<file path="config.mk">
export PLATFORM = sky130hd
export DESIGN_NAME = alu_issue_stage
export DESIGN_NICKNAME = d
export VERILOG_FILES = /design/src/rtl/alu_issue_stage.sv
export SDC_FILE = /design/constraint.sdc
export NUM_CORES = 1
export LEC_CHECK = 0
export BUFFER_PORTS_ARGS = -buffer_cell sky130_fd_sc_hd__buf_2
export CAP_MARGIN = 10
export CORE_MARGIN = 1
export CORE_UTILIZATION = 27
export DETAILED_ROUTE_END_ITERATION = 6
export GPL_ROUTABILITY_DRIVEN = 0
export PLACE_DENSITY = 0.54
export SLEW_MARGIN = 0
export SYNTH_ARGS = -nofsm -noshare
export SYNTH_HDL_FRONTEND = slang
export SYNTH_SLANG_ARGS = --single-unit
</file>
<file path="constraint.sdc">
create_clock -name clk -period 1.4 [get_ports clk]
set_clock_uncertainty 0.05 [all_clocks]
set_input_delay 0.07 -clock clk [delete_from_list [all_inputs] [get_ports clk]]
set_output_delay 0.07 -clock clk [all_outputs]
set_load 0.01 [all_outputs]
</file>
<file path="src/rtl/alu_issue_stage.sv">
// ----------------------------------------------------------------------------
// alu_issue_stage
//
// Sequential wrapper around a combinational 4-bit ALU (3-bit opcode, 5-bit
// result). One request is taken over a valid/ready handshake, its operands
// and opcode are registered onto the ALU inputs, the ALU is given one full
// cycle to settle, and the captured result is then offered downstream over a
// second valid/ready handshake.
//
// Handshake rule (both sides): a transfer happens on a rising clock edge
// where valid and ready are both 1. A producer holds its payload stable
// while valid=1 and ready=0. Here in_ready and out_valid come from state
// registers only; neither depends combinationally on in_valid or out_ready.
//
// Ports
//   clk, rst        : clock, synchronous active-high reset
//   in_valid/ready  : request handshake
//   in_a, in_b      : 4-bit operands
//   in_sel          : 3-bit ALU opcode (passed through, never decoded here)
//   in_acc          : 1 = take operand A from the accumulator
//   alu_a/b/sel     : registered ALU inputs
//   alu_r           : 5-bit ALU result (combinational, from the ALU)
//   out_valid/ready : result handshake
//   out_result      : captured ALU result
//   out_zero        : out_result == 0
//   out_carry       : out_result[4] (carry / borrow / shift-out)
//   op_count        : number of results handed off, wraps
//   dbg_state       : current FSM state (IDLE=0, EXEC=1, DONE=2)
// ----------------------------------------------------------------------------
module alu_issue_stage #(
    parameter int CNT_W = 8
) (
    input  logic             clk,
    input  logic             rst,
    input  logic             in_valid,
    output logic             in_ready,
    input  logic [3:0]       in_a,
    input  logic [3:0]       in_b,
    input  logic [2:0]       in_sel,
    input  logic             in_acc,
    output logic [3:0]       alu_a,
    output logic [3:0]       alu_b,
    output logic [2:0]       alu_sel,
    input  logic [4:0]       alu_r,
    output logic             out_valid,
    input  logic             out_ready,
    output logic [4:0]       out_result,
    output logic             out_zero,
    output logic             out_carry,
    output logic [CNT_W-1:0] op_count,
    output logic [1:0]       dbg_state
);

    typedef enum logic [1:0] {
        IDLE = 2'd0,
        EXEC = 2'd1,
        DONE = 2'd2
    } state_t;

    state_t           state_q;
    logic             in_ready_q;
    logic             out_valid_q;
    logic [3:0]       alu_a_q;
    logic [3:0]       alu_b_q;
    logic [2:0]       alu_sel_q;
    logic [4:0]       result_q;
    logic             zero_q;
    logic             carry_q;
    logic [3:0]       acc_q;
    logic [CNT_W-1:0] cnt_q;

    // Operand A selection at acceptance; in_acc matters only here.
    logic [3:0] opa_d;
    assign opa_d = in_acc ? acc_q : in_a;

    always_ff @(posedge clk) begin
        if (rst) begin
            state_q     <= IDLE;
            in_ready_q  <= 1'b1;
            out_valid_q <= 1'b0;
            alu_a_q     <= 4'd0;
            alu_b_q     <= 4'd0;
            alu_sel_q   <= 3'd0;
            result_q    <= 5'd0;
            zero_q      <= 1'b1;
            carry_q     <= 1'b0;
            acc_q       <= 4'd0;
            cnt_q       <= '0;
        end else begin
            case (state_q)
                IDLE: begin
                    if (in_valid) begin
                        alu_a_q    <= opa_d;
                        alu_b_q    <= in_b;
                        alu_sel_q  <= in_sel;
                        in_ready_q <= 1'b0;
                        state_q    <= EXEC;
                    end
                end
                EXEC: begin
                    // ALU inputs have been stable for a full cycle: capture.
                    // The accumulator follows every EXEC, handed off or not.
                    result_q    <= alu_r;
                    zero_q      <= (alu_r == 5'd0);
                    carry_q     <= alu_r[4];
                    acc_q       <= alu_r[3:0];
                    out_valid_q <= 1'b1;
                    state_q     <= DONE;
                end
                DONE: begin
                    if (out_ready) begin
                        cnt_q       <= cnt_q + CNT_W'(1);
                        out_valid_q <= 1'b0;
                        in_ready_q  <= 1'b1;
                        state_q     <= IDLE;
                    end
                end
                default: begin
                    out_valid_q <= 1'b0;
                    in_ready_q  <= 1'b1;
                    state_q     <= IDLE;
                end
            endcase
        end
    end

    assign in_ready   = in_ready_q;
    assign out_valid  = out_valid_q;
    assign alu_a      = alu_a_q;
    assign alu_b      = alu_b_q;
    assign alu_sel    = alu_sel_q;
    assign out_result = result_q;
    assign out_zero   = zero_q;
    assign out_carry  = carry_q;
    assign op_count   = cnt_q;
    assign dbg_state  = state_q;

endmodule

</file>
==> impl_metrics.py <==
metrics = {
    "run_status": {
        "outcome": "completed",
    },
    "cells_and_area": {
        "nNetsFinal": 229,
        "antenna_cells": 0,
        "final_cell_mix": "buf_2 (50), nand2_1 (26), dfxtp_1 (24)",
        "final_layout_size_suffix_gt1_share_pct": 38.46,
        "register_area_sq_um": 586.8,
        "n_fill_cell": 431,
        "area_growth_syn_to_layout_pct": 50.48,
        "stdcell_count": 258,
        "multi_input_area_sq_um": 559.3,
        "layout_commonest_cell": "buf_2",
    },
    "timing": {
        "final_hold_viol_count": 0,
        "post-route-period-util_pct": 94.13,
        "whs_ps": 14.89,
        "max_freq_ghz": 0.7589,
        "final-setup-viol-count": 0,
        "relSlewSlack_pct": 63.23,
        "min_period_ps": 1318,
        "maxSlewViolCount": 0,
        "worstMarginPinSlew_ps": 551.5,
    },
    "die": {
        "pin_count": 51,
        "die-width_um": 68.25,
        "placementRows": 23,
        "die_h_um": 68.25,
        "start_util_pct": 28.79,
        "coreArea_sq_mm": 0.004115,
        "die_area_sq_mm": 0.004657,
    },
    "clocking": {
        "clockRootBuffer": "clkbuf_8",
        "insertion_delay_ps": 280,
        "clock_path_buffers": 2,
        "cts.clk_slew.worst_paths_ps": 60,
        "clock_sinks": 29,
        "cts_tree": "built",
        "numCtsBuffers": 5,
        "cts-htree-levels": 2,
    },
    "placed_design": {
        "dpl.hpwl_um": 2013,
        "portBuffers": 50,
        "place_inst": 235,
    },
    "synth": {
        "yosysSeqAreaShare_pct": 49.00,
        "async_flop_share_pct": 0,
        "synth-edff-count": 0,
        "avgSynthCellArea_sq_um": 8.777,
        "yosysWarningCount": 0,
        "synthDistinctLibCells": 28,
        "syn_nets": 157,
        "synth_area_leader_cell": "dfxtp_1",
        "syn-cell-area_sq_mm": 0.001185,
        "synth_ff_type": "dfxtp_1",
        "synth.area.top_cells": "dfxtp_1 (49%), nand2_1 (8.2%), a21oi_1 (8.0%), mux2i_1 (4.2%), nor2_1 (3.5%)",
        "synth_top_area_share_pct": 49.00,
        "ys_ff_latch": 29,
        "synth_cells": 135,
    },
    "power": {
        "power_switching_share_pct": 22.83,
        "power_frac_clock_pct": 43.4,
        "p_sw_w": 0.0004669,
        "p_per_area_mw_per_mm2": 1147,
        "seqPwrFrac_pct": 43.9,
        "p_comb_share_pct": 12.7,
        "p_leak_nw": 0.8214,
        "internal_power_w": 0.001579,
        "vdd_drop_max_mv": 0.4796,
        "fin_total_pwr_w": 0.002046,
    },
    "critical_path": {
        "cp.required_ps": 1550,
        "path_cells": "ha_2, nand2_1, or4_1, a21oi_1",
        "crit_slowest_cell": "or4_1",
        "worst-setup-path-type": "reg2reg",
        "cp-end-kind": "flop",
        "start_kind": "flop",
        "slowest_delay_ps": 400,
        "arrival_ps": 1470,
        "path_max_fanout": 4,
    },
    "drt": {
        "routedWlPerCell_um": 11.79,
        "vias": 1195,
        "drt-initial-drc-count": 27,
        "wirelength_met1_um": 1436,
        "drc": 0,
        "wl_met2_um": 1352,
        "met3WireLength_um": 209,
        "drt_pass1_iterations": 4,
        "wl_um": 3042,
        "vias_per_cell": 4.632,
        "final_antenna_net_count": 0,
        "top_layer_used": "met4",
    },
    "global_routing": {
        "grt_max_degree": 30,
        "antenna_found_initial": 0,
        "grt_pass1_vias": 1105,
        "gr-total-overflow": 0,
        "grt_usage_pct": 13.75,
        "grt_pass1_wl_um": 4678,
    },
    "run": {
        "cap_violations": 0,
    },
    "min_path": {
        "min_path_type": "in2reg",
    },
}
[worst max-delay path, delay by kind of cell (launching register included)]
kind                     cells  cell delay (ps)
AND/OR/NAND/NOR              2              470
flip-flops                   1              370
adder cells (fa/ha/maj)      1              210
AO/OA/AOI/OAI                1              150
[final timing paths]
check | from | endpoint | slack, ps | cells after the start
worst max-delay path | op_count[0] | op_count[6] | 80 | 4
worst min-delay path | alu_r[4] | out_result[4] | 10 | 3
worst max register to register | op_count[0] | op_count[6] | 80 | 4
worst min register to register | alu_b[0] | alu_b[0] | 400 | 2
[cells in the mapped netlist (3+ instances only)]
cell type / count
a211oi_1: 4
a21oi_1: 19
clkbuf_1: 4
dfxtp_1: 29
mux2i_1: 5
nand2_1: 26
nand3_1: 3
nor2_1: 11
nor3_1: 4
o31ai_1: 3
or4_1: 3
[flip-flops by register name (all words and copies together), names as in the netlist]
register / flops
alu_a: 4
alu_b: 4
alu_sel: 3
dbg_state: 2
in_ready: 1
op_count: 8
out_result: 5
out_valid: 1
out_zero: 1
[what timing repair did]
item                                    4_1_cts  5_1_grt
resized for setup                             1        4
gates cloned                                  0        1
setup buffers                                 0        3
hold endpoints to repair                     11        0
endpoints found under the setup margin        2        3
hold buffers                                 11        0
pin swaps                                     0        0
[through the flow]
stage,instance area [sq um],setup WS [ps],util [%],TNS [ps]
after floorplan,1192,3.489,-,0
after global placement,1515,46.06,36.82,0
after detailed placement,1515,12.43,36.82,0
after CTS,1743,19.85,42.35,0
after global routing,1783,-0.1689,43.33,-0.1689
final,1783,82.23,43.33,0
[power by group through the flow]
stage               Sequential (W)  Clock [W]  Combinational, W
floorplan                 0.000930          0          0.000118
global placement          0.000913          0          0.000232
detailed placement        0.000915          0          0.000232
CTS                       0.000897   0.000913          0.000256
global route              0.000903   0.000957          0.000292
finish                    0.000898   0.000889          0.000259
[layer usage]
layer / vias to the layer above / GRT usage (%)
li1: 617 / -
met1: 534 / 15.00
met2: 39 / 22.79
met3: 5 / 5.000
met4: 0 / 7.813
met5: - / 0
[cell type report]
type,count,share of cell area [%]
clock buffers,7,4.842
repair buffers,74,25.68
flip-flops and latches,29,32.91
well taps,50,3.509
clock inverters,1,1.684
multi-input cells,97,31.37
[cell families (layout without fill, tap and decap cells)]
group / Yosys count / after routing / share of synthesized area (%)
buffers and inverters: 10 / 82 / 4.963
AND/OR/NAND/NOR: 58 / 59 / 24.50
adder cells (fa/ha/maj): 1 / 1 / 1.056
AO/OA/AOI/OAI: 30 / 30 / 14.78
XOR/XNOR: 2 / 2 / 1.479
flip-flops: 29 / 29 / 49.00
multiplexers: 5 / 5 / 4.224
Power figures use the tool's default switching activity.
